## src/rtl/fetch_pkg.sv

```systemverilog
// Shared constants, state encoding and jump-target table contents for the
// fetch sequencer.
package fetch_pkg;

    localparam int PC_W_DEF       = 10;
    localparam int START_ADDR_DEF = 0;
    localparam int CNT_W          = 16;
    localparam int LUT_IDX_W      = 5;

    typedef enum logic [1:0] {
        IDLE = 2'd0,
        RUN  = 2'd1,
        DONE = 2'd2
    } state_e;

    // Absolute jump target for LUT slot idx; callers truncate to their PC width.
    function automatic int unsigned lut_entry(input logic [LUT_IDX_W-1:0] idx);
        return 32'(idx) << 5;
    endfunction

endpackage

```

## src/rtl/fetch_if.sv

```systemverilog
// Control/status bundle between the decoder side (master) and the fetch
// sequencer (slave).
interface fetch_if #(
    parameter int PC_W = fetch_pkg::PC_W_DEF
);
    import fetch_pkg::*;

    logic                 Start;
    logic                 Halt;
    logic                 Jump;
    logic                 BranchEn;
    logic [LUT_IDX_W-1:0] JmpIdx;
    logic [PC_W-1:0]      ProgCtr;
    logic                 Running;
    logic                 Done;
    logic [CNT_W-1:0]     CycleCnt;

    modport master (
        output Start, Halt, Jump, BranchEn, JmpIdx,
        input  ProgCtr, Running, Done, CycleCnt
    );

    modport slave (
        input  Start, Halt, Jump, BranchEn, JmpIdx,
        output ProgCtr, Running, Done, CycleCnt
    );

endinterface

```

## src/rtl/jump_lut.sv

```systemverilog
// Combinational jump-target table; kept apart so a program-specific table can
// replace it without touching the sequencer.
module jump_lut
    import fetch_pkg::*;
#(
    parameter int PC_W = PC_W_DEF
) (
    input  logic [LUT_IDX_W-1:0] idx,
    output logic [PC_W-1:0]      target
);

    always_comb begin
        target = PC_W'(lut_entry(idx));
    end

endmodule

```

## src/rtl/fetch_unit.sv

```systemverilog
// Program counter and IDLE/RUN/DONE fetch sequencer with LUT-resolved jumps
// and a saturating run-cycle counter.
module fetch_unit
    import fetch_pkg::*;
#(
    parameter int PC_W       = PC_W_DEF,
    parameter int START_ADDR = START_ADDR_DEF
) (
    input  logic  Clk,
    input  logic  Reset,
    fetch_if.slave bus
);

    localparam logic [1:0]      S_IDLE  = IDLE;
    localparam logic [1:0]      S_RUN   = RUN;
    localparam logic [1:0]      S_DONE  = DONE;
    localparam logic [PC_W-1:0] PC_INIT = PC_W'(START_ADDR);

    logic [1:0]       state_q, state_d;
    logic [PC_W-1:0]  pc_q, pc_d;
    logic [CNT_W-1:0] cnt_q, cnt_d;
    logic [PC_W-1:0]  jmp_tgt;

    jump_lut #(.PC_W(PC_W)) u_lut (
        .idx    (bus.JmpIdx),
        .target (jmp_tgt)
    );

    always_comb begin
        state_d = state_q;
        pc_d    = pc_q;
        cnt_d   = cnt_q;
        case (state_q)
            S_RUN: begin
                // The halting edge still counts as a RUN cycle.
                if (cnt_q != '1)
                    cnt_d = cnt_q + CNT_W'(1);
                if (bus.Halt)
                    state_d = S_DONE;
                else if (bus.Jump && bus.BranchEn)
                    pc_d = jmp_tgt;
                else
                    pc_d = pc_q + PC_W'(1);
            end
            S_IDLE, S_DONE: begin
                if (bus.Start) begin
                    state_d = S_RUN;
                    pc_d    = PC_INIT;
                    cnt_d   = '0;
                end
            end
            default: begin
                state_d = S_IDLE;
                pc_d    = PC_INIT;
                cnt_d   = '0;
            end
        endcase
    end

    always_ff @(posedge Clk) begin
        if (Reset) begin
            state_q <= S_IDLE;
            pc_q    <= PC_INIT;
            cnt_q   <= '0;
        end else begin
            state_q <= state_d;
            pc_q    <= pc_d;
            cnt_q   <= cnt_d;
        end
    end

    assign bus.ProgCtr  = pc_q;
    assign bus.CycleCnt = cnt_q;
    assign bus.Running  = (state_q == S_RUN);
    assign bus.Done     = (state_q == S_DONE);

endmodule

```

## src/flat_wrapper.sv

```systemverilog
// flat-port wrapper written by rule: the top's interface ports become plain ports
module fetch_unit_flat import fetch_pkg::*;
#(
    parameter int PC_W       = PC_W_DEF,
    parameter int START_ADDR = START_ADDR_DEF
)
  (Clk, Reset, bus_Start, bus_Halt, bus_Jump, bus_BranchEn, bus_JmpIdx, bus_ProgCtr, bus_Running, bus_Done, bus_CycleCnt);
  fetch_if #(.PC_W(PC_W)) bus_i ();
  input  logic Clk;
  input  logic Reset;
  input wire logic [$bits(bus_i.Start)-1:0] bus_Start;
  input wire logic [$bits(bus_i.Halt)-1:0] bus_Halt;
  input wire logic [$bits(bus_i.Jump)-1:0] bus_Jump;
  input wire logic [$bits(bus_i.BranchEn)-1:0] bus_BranchEn;
  input wire logic [$bits(bus_i.JmpIdx)-1:0] bus_JmpIdx;
  output wire logic [$bits(bus_i.ProgCtr)-1:0] bus_ProgCtr;
  output wire logic [$bits(bus_i.Running)-1:0] bus_Running;
  output wire logic [$bits(bus_i.Done)-1:0] bus_Done;
  output wire logic [$bits(bus_i.CycleCnt)-1:0] bus_CycleCnt;
  assign bus_i.Start = bus_Start;
  assign bus_i.Halt = bus_Halt;
  assign bus_i.Jump = bus_Jump;
  assign bus_i.BranchEn = bus_BranchEn;
  assign bus_i.JmpIdx = bus_JmpIdx;
  assign bus_ProgCtr = bus_i.ProgCtr;
  assign bus_Running = bus_i.Running;
  assign bus_Done = bus_i.Done;
  assign bus_CycleCnt = bus_i.CycleCnt;
  fetch_unit #(.PC_W(PC_W), .START_ADDR(START_ADDR)) u_core (.Clk(Clk), .Reset(Reset), .bus(bus_i));
endmodule
```

## config.mk

```make
export PLATFORM = sky130hd
export DESIGN_NAME = fetch_unit_flat
export DESIGN_NICKNAME = d
export VERILOG_FILES = /design/src/rtl/fetch_pkg.sv /design/src/rtl/fetch_if.sv /design/src/rtl/jump_lut.sv /design/src/rtl/fetch_unit.sv /design/src/flat_wrapper.sv
export SDC_FILE = /design/constraint.sdc
export NUM_CORES = 1
export LEC_CHECK = 0
export BUFFER_PORTS_ARGS = -buffer_cell sky130_fd_sc_hd__buf_2
export CAP_MARGIN = 10
export CORE_UTILIZATION = 55
export CTS_BUF_LIST = sky130_fd_sc_hd__clkbuf_8
export CTS_CLUSTER_SIZE = 12
export DETAILED_ROUTE_END_ITERATION = 6
export PLACE_DENSITY = 0.92
export SLEW_MARGIN = 25
export SYNTH_ARGS = -nofsm -noshare
export SYNTH_HDL_FRONTEND = slang
export SYNTH_HIERARCHICAL = 1
export SYNTH_SLANG_ARGS = --single-unit
```

## constraint.sdc

```tcl
create_clock -name Clk -period 2.19 [get_ports Clk]
set_input_delay 0.1095 -clock Clk [delete_from_list [all_inputs] [get_ports Clk]]
set_output_delay 0.1095 -clock Clk [all_outputs]
set_load 0.01 [all_outputs]
```

# [Yosys cells after proc, flatten, opt, wreduce, memory -nomap -nowiden]
# Cells that the tools add are included.
[op_classes] n_reduce_logical=6 eq_ne=7 add_sub_neg=2 n_mux=10
[ops] operator="16-bit 2-to-1 mux" n=2
[ops] operator="16-bit one-hot mux with 2 select lines" n=1
[ops] operator="10-bit 2-to-1 mux" n=3
[ops] operator="10-bit one-hot mux with 2 select lines" n=1
[ops] operator="16-bit by 1-bit adder with 16-bit output (second input constant)" n=1
[ops] operator="16-bit != test (second input constant)" n=1
[ops] operator="10-bit by 1-bit adder with 10-bit output (second input constant)" n=1
[ops] operator="2-bit != test (second input constant)" n=3
[ops] operator="2-bit AND reduction" n=3
[ops] operator="2-bit 2-to-1 mux" n=2
[ops] operator="2-bit one-hot mux with 2 select lines" n=1
[ops] operator="2-bit by 1-bit equality test with 1-bit output (second input constant)" n=1
[ops] operator="2-bit equality test (second input constant)" n=1
[ops] operator="2-bit zero test" n=1
[ops] operator="2-bit by 1-bit != test with 1-bit output (second input constant)" n=1
[ops] operator="2-bit OR reduction" n=1
[ops] operator="1-bit logical AND" n=1
[word_totals] output_inout_bits=28 register_bits=28

# [Depth between registers and ports, before layout]
# Gate-level depths: netlist of the first run.
[logic_depth] ltp_word=4 ltp_mapped=6

# [Modules after synthesis]
# The synthesis of the first run kept the hierarchy.
[by_module_without_submodules] module="fetch_unit" instances=1 cells_per_inst=186 area_per_inst_um2=1595.3 seq_area_each_um2=560.5
[by_module_without_submodules] module="jump_lut" instances=1 cells_per_inst=11 area_per_inst_um2=78.8 seq_area_each_um2=0.0

# [Worst setup path after synthesis of the first run]
# No wires, ideal clock.
[synth_timing] kind="register to register" start="register u_core.cnt_q[0], in the netlist u_core/bus.CycleCnt[0]" end="register u_core.cnt_q[8], in the netlist u_core/bus.CycleCnt[8]" required_ns=2.120 setup_ns=0.070 setup_slack_ns=0.357 n_path_buf=1 synth_period_minus_slack_ns=1.833 t_arrival_ns=1.763 stages_incl_launch_ff=7 path_cell_list="dfxtp_1 > ha_1 > nand2_1 > or3_1 > buf_2 > or4_1 > a21oi_1"
[synth_via] elab_chain_len=3 elab_cells_between_ends=6 classes_between="add/sub (1); eq/ne (2); mux (2); reduce/logical (1)"
[synth_lines] item="start: declaration" line_no="fetch_unit.sv:21" rtl="logic [CNT_W-1:0] cnt_q, cnt_d;"
[synth_lines] item="start signal: assignment" line_no="fetch_unit.sv:68" rtl="cnt_q <= cnt_d;"
[synth_lines] item="16-bit by 1-bit adder with 16-bit output or 16-bit != test (tied branches)" line_no="fetch_unit.sv:37, fetch_unit.sv:36"
[synth_lines] item="16-bit 2-to-1 mux or 2-bit by 1-bit != test with 1-bit output (tied branches)"
[synth_lines] item="16-bit one-hot mux with 2 select lines or 2-bit AND reduction (tied branches)"
# Parallel ways exist; a longest one is shown, timed or not. The select of a mux whose other input is x is not followed.
# A chain may end at the register's enable or synchronous reset.

# [Worst setup path in the final report of the first run]
[layout_timing] start="register u_core.state_q[0]" end="register u_core.cnt_q[10], in the netlist u_core/bus.CycleCnt[10]"
[layout_via] elab_chain_len=4 elab_cells_between_ends=8 classes_between="eq/ne (4); mux (1); reduce/logical (3)"
[layout_lines] item="start: declaration" line_no="fetch_unit.sv:19" rtl="logic [1:0] state_q, state_d;"
[layout_lines] item="start signal: assignment" line_no="fetch_unit.sv:66" rtl="state_q <= state_d;"
[layout_lines] item="2-bit equality test or 2-bit zero test (tied branches)" line_no="fetch_unit.sv:33" rtl="case (state_q)"
[layout_lines] item="2-bit OR reduction" line_no="fetch_unit.sv:33"
[layout_lines] item="2-bit != test (no line)"
[layout_lines] item="2-bit AND reduction (no line)"
# Parallel ways exist; a longest one is shown, timed or not.

==> metrics.cfg, run 1 <==
[run_status]
outcome = complete, but fails checks
violations = DRC

[timing]
worstMarginPinSlew_ps = 554
relSlewSlack = 0.628
whs_ps = 160
finalSetupViolCount = 0
skew_ps = 2.96
hold_violations = 0
rsz0062_at_grt = false
fmax_mhz = 496
drv_slew = 0
fin_tns_setup_ps = 0
finalCritPeriodShare = 0.921
period_minus_slack_ps = 2020

[power]
cellLeakagePower_nw = 0.759
p_per_area_nw_per_um2 = 506
ir_drop_uv = 281

[cells_and_area]
final_nets = 242
final_common_cell = buf_2
utilization = 0.663
layout-drive-gt1-share = 0.237
layout_common_cells = 38 x buf_2, 28 x dfxtp_1, 18 x nand2_1
area.growth.synth_to_final_pct = 12.1
fill_cells = 259
antenna_cells = 0

[clock_network]
cts_resized = 0
holdBufCountCts = 0
insertion_delay_ps = 270
cts_made_buffers = 3
clock_sinks = 28
cts.clk_slew.worst_paths_ps = 90
cts_tree = yes
cts_setup_buffers = 0
ctsHtreeMaxLevel = 1
cts_root_buf = clkbuf_8
cts_buffer_depth = 2

[synth]
synth_edf_count = 0
synth_cell_types = 54
muxShareOfSynthArea = 0.0314
synth_top_family_by_area = simple AND/OR/NAND/NOR gates
synth_compound_area_frac = 0.250
synth.avg_cell_area_sq_um = 8.50
syn_area_sq_um = 1670
yosys.area_share.adder = 0.0149
yosysWarnings = 6
ys.flop_type = dfxtp_1
ys_seq_elements = 28
synthCells = 197
async_reset_ff_frac = 0
yosys.area_share.simple = 0.300
synthXorXnorAreaFrac = 0
ys_seq_area_frac = 0.335

[worst_hold_path]
holdPathStages = 4
min-delay-start = bus_JmpIdx[2]
hold_end = u_core/bus.ProgCtr[7]
hold_path.class = input port to flip-flop

[route]
ant_nets = 0
routedWlPerCell_um = 14.9
drc_errors = 4
drtIter0Drc = 75
wl_mm = 3.85
vias_per_cell = 6.31
dr.pass1.iters = 6
vias = 1634

[critical_path]
ff2ff_setup_slack_ps = 170
crit_arrival_ps = 2160
startpoint = u_core/state_q[0]
critPathCaptureType = flip-flop
cp.required_ps = 2330
cp_max_fo = 12
rr_worst_depth = 4
r2r_start = u_core/state_q[0]
crit_type = flip-flop to flip-flop
r2r-end = u_core/bus.CycleCnt[10]
startpoint_type = flip-flop

[grt]
grt_usage = 0.244
grt_overflow = 0
grt_pass1_vias = 1425
grt_max_degree = 17
grt_pass1_wl_mm = 6.38
antenna_found_initial = 0

[floorplan]
die_h_um = 57.2
coreArea_sq_um = 2830
rows = 19
die-area_sq_um = 3270
io-pin-count = 39
die_w_um = 57.2
start_util = 0.592

[placed_design]
io_buffers = 38
dp_hpwl_mm = 2.77
place_congestion = 0.831

[flow_run]
cap_viol_max_count = 0

## report_power, final
group          leakage, nW  internal [W]  total, W  switching (W)
clock               0.0288      0.000161  0.000319       0.000158
sequential           0.226      0.000516  0.000528      0.0000118
combinational        0.504     0.0000425  0.000103      0.0000606
total                0.759      0.000719  0.000950       0.000230
## how the worst max path moves through the flow
| stage | slack (ps) | endpoint |
|---|---|---|
| 6_report | 170 | u_core/bus.CycleCnt[10] |
| 5_1_grt | 90 | u_core/bus.CycleCnt[10] |
| 4_1_cts | 230 | u_core/bus.CycleCnt[10] |
| 3_5_place_dp | 250 | u_core/bus.CycleCnt[10] |
| 3_3_place_gp | 350 | u_core/bus.CycleCnt[8] |
| 2_1_floorplan | 360 | u_core/bus.CycleCnt[8] |
## routing by layer
metal,routed length [um],up-vias,track usage
met4,53,0,0.105
met1,1850,779,0.338
met5,0,-,0
met2,1810,42,0.390
li1,-,807,-
met3,133,6,0.0227
## flip-flops by register name, indices dropped and copies added, names as in the netlist
signal	flops
u_core/bus.ProgCtr	10
u_core/state_q	2
u_core/bus.CycleCnt	16
## logic make-up after synthesis
logic type	after synthesis
mux	5
other cells	1
compound gates	61
fa+ha+maj	2
buf+inv	18
flops	28
simple gates	82
## cell usage after synthesis, types with 3 or more instances
| cell type | count | area (sq um) |
|---|---|---|
| o22ai_1 | 4 | 25.0 |
| nand2_1 | 18 | 67.6 |
| mux2i_1 | 3 | 30.0 |
| and4_1 | 3 | 26.3 |
| nor3_1 | 5 | 25.0 |
| a31oi_1 | 3 | 18.8 |
| nand3_1 | 6 | 30.0 |
| and3_1 | 3 | 18.8 |
| and2_1 | 4 | 25.0 |
| a22o_1 | 8 | 70.1 |
| or4_1 | 5 | 37.5 |
| o21ai_0 | 6 | 30.0 |
| o21a_1 | 3 | 22.5 |
| dfxtp_1 | 28 | 561 |
| or3_1 | 4 | 25.0 |
| nor2_1 | 10 | 37.5 |
| clkbuf_1 | 3 | 11.3 |
| buf_4 | 11 | 82.6 |
| o31ai_1 | 9 | 67.6 |
| a21oi_1 | 16 | 80.1 |
| nand4_1 | 5 | 31.3 |
## area by class of cell
| type | count | area (sq um) | share of cell area |
|---|---|---|---|
| Clock buffer | 4 | 55.1 | 0.0293 |
| Tap cell | 31 | 38.8 | 0.0207 |
| Multi-Input combinational cell | 155 | 1020 | 0.542 |
| Timing Repair Buffer | 39 | 198 | 0.105 |
| Inverter | 2 | 7.51 | 0.00400 |
| Sequential cell | 28 | 561 | 0.299 |
## worst max-delay path: stages, from the launching register on
cell	delay (ps)
dfxtp_1	540
nor2_1	160
or3_1	540
o311ai_0	500
o41ai_1	140
## through the flow
stage | setup WS (ps) | instance area, sq um | total power [W] | cells
3_5_place_dp | 245 | 1820 | 0.000641 | 255
4_1_cts | 230 | 1880 | 0.000959 | 259
5_1_grt | 89.7 | 1880 | 0.000990 | 259
3_3_place_gp | 354 | 1820 | 0.000637 | 255
2_1_floorplan | 357 | 1690 | 0.000620 | 201
6_report | 173 | 1880 | 0.000950 | 259
No activity file was read; power rests on OpenSTA's default activity.
==> run 2: changes to the inputs <==
SYNTH_HIERARCHICAL = unset   (was 1)
==> metrics.cfg, run 2 <==
[clock_network]
ctsHtreeMaxLevel = 1  ; unchanged
clock_sinks = 28  ; unchanged
cts_made_buffers = 3  ; unchanged
cts_buffer_depth = 2  ; unchanged
cts_tree = yes
cts_resized = 0  ; unchanged
holdBufCountCts = 0  ; unchanged
cts_root_buf = clkbuf_8
cts.clk_slew.worst_paths_ps = 90  ; about the same
cts_setup_buffers = 0  ; unchanged
insertion_delay_ps = 270  ; about the same

[synth]
yosys-top-cells-count = 28 x dfxtp_1, 26 x nand2_1, 20 x a21oi_1
synth_edf_count = 0  ; unchanged
synthXorXnorAreaFrac = 0  ; unchanged
synth_area_leader_cell = dfxtp_1
synth_area_leaders = dfxtp_1 33%, a21oi_1 6.0%, nand2_1 5.8%
ys_seq_area_frac = 0.333  ; -0.00149
synth_compound_area_frac = 0.217  ; -0.0331
muxShareOfSynthArea = 0.0484  ; +0.0170
yosysWarnings = 0  ; -6
synth_top_family_by_area = simple AND/OR/NAND/NOR gates
synth_nets = 223
ys_seq_elements = 28  ; unchanged
synth.avg_cell_area_sq_um = 8.01  ; -5.8%
yosysMostFrequentCell = dfxtp_1
ys.flop_type = dfxtp_1
yosys.area_share.adder = 0.0149  ; -0.0000667
async_reset_ff_frac = 0  ; unchanged
yosys.area_share.simple = 0.336  ; +0.0359
syn_area_sq_um = 1680  ; +0.45%
synthCells = 210  ; +6.6%
synth_cell_types = 48  ; -11%
synth_top_cell_area_share = 0.333  ; -0.00149

[route]
dr.pass1.iters = 7  ; +1
drc_errors = 8  ; +4
dr.max_layer_used = met4
drtIter0Drc = 154  ; +110%
vias = 1784  ; +9.2%
ant_nets = 0  ; unchanged
routedWlPerCell_um = 15.1  ; +1.5%
wl_met3_um = 270  ; +100%
met1_length_mm = 1.96  ; +6.4%
wl_mm = 4.12  ; +7.0%
wl_met2_mm = 1.83  ; +0.66%
vias_per_cell = 6.53  ; +3.6%

[timing]
skew_ps = 1.26  ; -1.71 ps
drv_slew = 0  ; unchanged
rsz0062_at_grt = false
period_minus_slack_ps = 1810  ; -203 ps
hold_violations = 0  ; unchanged
whs_ps = 144  ; -16.4 ps
fin_tns_setup_ps = 0  ; unchanged
finalSetupViolCount = 0  ; unchanged
fmax_mhz = 551  ; +11%
relSlewSlack = 0.668  ; +0.0403
worst_slack_ps = 376  ; +203 ps
finalCritPeriodShare = 0.828  ; -0.0925
worstMarginPinSlew_ps = 485  ; -68.8 ps

[critical_path]
cp_max_fo = 11  ; -1
cpPeakStageDelay_ps = 540  ; about the same
worst_path_max_delay_cell = dfxtp_1
crit_arrival_ps = 2030  ; -130 ps
startpoint_type = flip-flop
critPathCaptureType = flip-flop
cp.required_ps = 2400  ; +70 ps
worstPathCellList = mux2_2 > or2_1 > a2111o_1 > o21ai_1
crit_type = flip-flop to flip-flop

[floorplan]
die_h_um = 57.3  ; +0.22%
start_util = 0.594  ; +0.00265
die_w_um = 57.3  ; +0.22%
rows = 19  ; unchanged
die-area_sq_um = 3280  ; +0.44%
coreArea_sq_um = 2830  ; unchanged
io-pin-count = 39  ; unchanged

[flow_run]
cap_viol_max_count = 0  ; unchanged

[cells_and_area]
final_cell_area_sq_um = 1920  ; +2.2%
utilization = 0.678  ; +0.0146
layout-drive-gt1-share = 0.211  ; -0.0261
largest_reg_flops = 16  ; unchanged
antenna_cells = 0  ; unchanged
area.growth.synth_to_final_pct = 14.1
layout_common_cells = 38 x buf_2, 28 x dfxtp_1, 26 x nand2_1
final_common_cell = buf_2
final_nets = 256  ; +5.8%

[placed_design]
place_congestion = 0.943  ; +13%
dp_hpwl_mm = 3.04  ; +10%
io_buffers = 38  ; unchanged
pre_cts_slack_ps = 398  ; +153 ps
place_area_sq_um = 1860  ; +2.3%

[grt]
grt_max_degree = 23  ; +6
grt_usage = 0.262  ; +0.0177
grt_pass1_wl_mm = 6.76  ; +6.0%
antenna_found_initial = 0  ; unchanged
grt_overflow = 0  ; unchanged
grt_pass1_vias = 1486  ; +4.3%

[power]
cellLeakagePower_nw = 0.743  ; -2.2%
p_per_area_nw_per_um2 = 494  ; -2.3%
ir_drop_uv = 298  ; +6.3%

[run_status]
outcome = complete, but fails checks
violations = DRC

[worst_hold_path]
hold_path.class = input port to flip-flop

[run 2: where the power goes]
part	switching [W]	leakage, nW	internal (W)
Sequential	0.0000114	0.226	0.000515
Clock	0.000159	0.0288	0.000161
Combinational	0.0000638	0.488	0.0000383
[run 2: path summary, 6_finish.rpt]
kind	from	to	slack (ps)	cells past startpoint
min reg2reg	u_core.bus.ProgCtr[1]	u_core.bus.ProgCtr[1]	500	2
max	u_core.state_q[0]	u_core.bus.CycleCnt[2]	380	4
min	bus_JmpIdx[4]	u_core.bus.ProgCtr[9]	140	3
max reg2reg	u_core.state_q[0]	u_core.bus.CycleCnt[2]	380	4
[run 2: logic make-up (layout without fill, tap and decap cells)]
family / Yosys count / after routing
compound gates: 56 / 56
fa+ha+maj: 2 / 2
buf+inv: 17 / 49
flops: 28 / 28
mux: 8 / 8
simple gates: 99 / 99
[run 2: stage by stage]
stage / cells / total power (W)
4_1_cts: 273 / 0.000956
5_1_grt: 273 / 0.000986
6_report: 273 / 0.000948
2_1_floorplan: 210 / 0.000603
3_3_place_gp: 269 / 0.000636
3_5_place_dp: 269 / 0.000638
[run 2: layout make-up]
type / count / area (sq um)
clock buffer: 4 / 55.1
fill: 229 / 911
inverter: 4 / 15.0
multi-input combinational: 165 / 1040
sequential: 28 / 561
tap: 31 / 38.8
timing repair buffer: 41 / 213
[run 2: layer usage]
metal,vias up,global-route usage
li1,862,-
met1,828,0.387
met2,85,0.403
met3,9,0.0272
met4,0,0.0801
met5,-,0
[run 2: worst max-delay path, delay by kind of cell, from the launching register on]
family,cells,cell delay [ps]
AOI/OAI and AO/OA,2,450
DFF,1,540
muxes,1,440
and+or+nand+nor,1,330
==> run 3: changes to the inputs <==
CORE_UTILIZATION = 50   (was 55)
PLACE_DENSITY = 0.89   (was 0.92)
clock period = 1.5 ns   (was 2.19 ns; I/O delays follow)
==> metrics.cfg, run 3 (synthesized netlist as in run 2, its figures left out) <==
[run_status]
outcome = complete, but fails checks
violations = setup timing

[cells_and_area]
largest_reg_flops = 16  ; unchanged
layout-drive-gt1-share = 0.434  ; +0.223
utilization = 0.772  ; +0.0944
antenna_cells = 0  ; unchanged
layout_common_cells = 41 x buf_4, 38 x buf_2, 25 x nand2_1
area.growth.synth_to_final_pct = 43.7
final_common_cell = buf_4
final_nets = 300  ; +17%

[placed_design]
pre_cts_slack_ps = -105  ; -503 ps
dp_hpwl_mm = 3.62  ; +19%
io_buffers = 38  ; unchanged
place_congestion = 1.00  ; +6.1%

[route]
wl_mm = 5.55  ; +35%
dr.pass1.iters = 5  ; -2
vias = 2109  ; +18%
routedWlPerCell_um = 16.8  ; +12%
drtIter0Drc = 230  ; +49%
ant_nets = 0  ; unchanged
drc_errors = 0  ; -8
vias_per_cell = 6.39  ; -2.2%

[power]
combPwrFrac = 0.157  ; +0.049
ir_drop_uv = 409  ; +37%
clock_power_share = 0.307  ; -0.030
p_sw_w = 0.000386  ; +65%
cellLeakagePower_nw = 0.981  ; +32%
p_sw_frac = 0.272  ; +0.0249
p_per_area_nw_per_um2 = 588  ; +19%
intPower_w = 0.00103  ; +45%
sequentialPowerShare = 0.537  ; -0.018

[timing]
whs_ps = 100  ; -43.6 ps
rsz0062_at_grt = true
worstMarginPinSlew_ps = 494  ; +8.22 ps
drv_slew = 0  ; unchanged
relSlewSlack = 0.670  ; +0.00167
worst_slack_ps = -67.6  ; -444 ps
finalSetupViolCount = 7  ; +7
period_minus_slack_ps = 1570  ; -246 ps
hold_violations = 0  ; unchanged
finalCritPeriodShare = 1.05  ; +0.217
fmax_mhz = 638  ; +16%
fin_tns_setup_ps = -184  ; -184 ps
skew_ps = 4.63  ; +3.38 ps

[critical_path]
worst_path_max_delay_cell = or4_1
critPathCaptureType = flip-flop
crit_type = flip-flop to flip-flop
rr_worst_depth = 6  ; +2
crit_arrival_ps = 1790  ; -240 ps
startpoint_type = flip-flop
worstPathCellList = ha_4 > and3_4 > buf_6 > o211ai_1 > or4_1 > a21oi_2
cp_max_fo = 3  ; -8
cp.required_ps = 1720  ; -680 ps
r2r_start = u_core.bus.CycleCnt[1]
ff2ff_setup_slack_ps = -70  ; -440 ps
r2r-end = u_core.bus.CycleCnt[14]
cpPeakStageDelay_ps = 450  ; -90 ps

[floorplan]
die_w_um = 60.0  ; +4.7%
rows = 20  ; +1
die-area_sq_um = 3600  ; +9.6%
coreArea_sq_um = 3130  ; +11%
die_h_um = 60.0  ; +4.7%
io-pin-count = 39  ; unchanged
start_util = 0.538  ; -0.0568

[clock_network]
cts_buffer_depth = 2  ; unchanged
cts_made_buffers = 3  ; unchanged
ctsHtreeMaxLevel = 1  ; unchanged
cts_root_buf = clkbuf_8
clock_sinks = 28  ; unchanged
cts_tree = yes
holdBufCountCts = 0  ; unchanged
cts.clk_slew.worst_paths_ps = 100  ; about the same
insertion_delay_ps = 280  ; about the same

[worst_hold_path]
hold_path.class = input port to flip-flop
hold_end = u_core.bus.ProgCtr[9]
min-delay-start = bus_JmpIdx[4]
holdPathStages = 3  ; unchanged

[grt]
grt_overflow = 0  ; unchanged
grt_usage = 0.304  ; +0.0422
grt_pass1_vias = 1763  ; +19%
grt_max_degree = 23  ; unchanged
grt_pass1_wl_mm = 8.16  ; +21%
antenna_found_initial = 0  ; unchanged

[flow_run]
cap_viol_max_count = 0  ; unchanged

run 3: through the flow:
step,power (W),instances,cell area (sq um)
finish,0.00142,330,2420
global route,0.00146,330,2420
CTS,0.00140,329,2310
detailed placement,0.000972,323,2230
global placement,0.000967,323,2230
floorplan,0.000883,210,1730
run 3: final cells by class:
type | count | area [sq um]
timing repair buffer | 84 | 554
fill | 210 | 712
multi-input combinational | 166 | 1170
sequential | 28 | 576
tap | 44 | 55.1
inverter | 4 | 15.0
clock inverter | 1 | 3.75
clock buffer | 3 | 41.3
run 3: repair_timing:
| item | in CTS | in global routing |
|---|---|---|
| cloned | 1 | 0 |
| buffers inserted | 1 | 1 |
| endpoints found under the setup margin | 7 | 19 |
| pin swaps | 2 | 4 |
| gates resized for setup | 8 | 26 |
run 3: how the worst max path moves through the flow:
stage	startpoint	endpoint	cells past startpoint
detailed placement	u_core.bus.CycleCnt[1]	u_core.bus.CycleCnt[11]	5
global placement	u_core.bus.CycleCnt[1]	u_core.bus.CycleCnt[11]	5
CTS	u_core.bus.CycleCnt[1]	u_core.bus.CycleCnt[11]	5
floorplan	u_core.bus.CycleCnt[1]	u_core.bus.CycleCnt[11]	6
finish	u_core.bus.CycleCnt[1]	u_core.bus.CycleCnt[14]	6
global route	u_core.bus.CycleCnt[0]	u_core.bus.CycleCnt[14]	6
run 3: power by group through the flow:
stage	clock (W)	sequential [W]	combinational, W
CTS	0.000434	0.000761	0.000200
finish	0.000435	0.000762	0.000223
detailed placement	0	0.000778	0.000194
global route	0.000460	0.000764	0.000237
global placement	0	0.000777	0.000190
floorplan	0	0.000782	0.000101
run 3: worst max-delay path: cells and delay by family (launching register included):
family | cells | cell delay (ps)
adder cells (fa/ha/maj) | 1 | 140
AND/OR/NAND/NOR | 2 | 650
flip-flops | 1 | 380
AO/OA/AOI/OAI | 2 | 250
buffers and inverters | 1 | 90
run 3: per-layer routing:
layer / GRT usage / vias to the layer above / share of wire
met5: 0 / - / 0
met4: 0.113 / 0 / 0.027
met3: 0.0368 / 20 / 0.088
met2: 0.473 / 134 / 0.48
met1: 0.427 / 998 / 0.40
li1: - / 957 / -
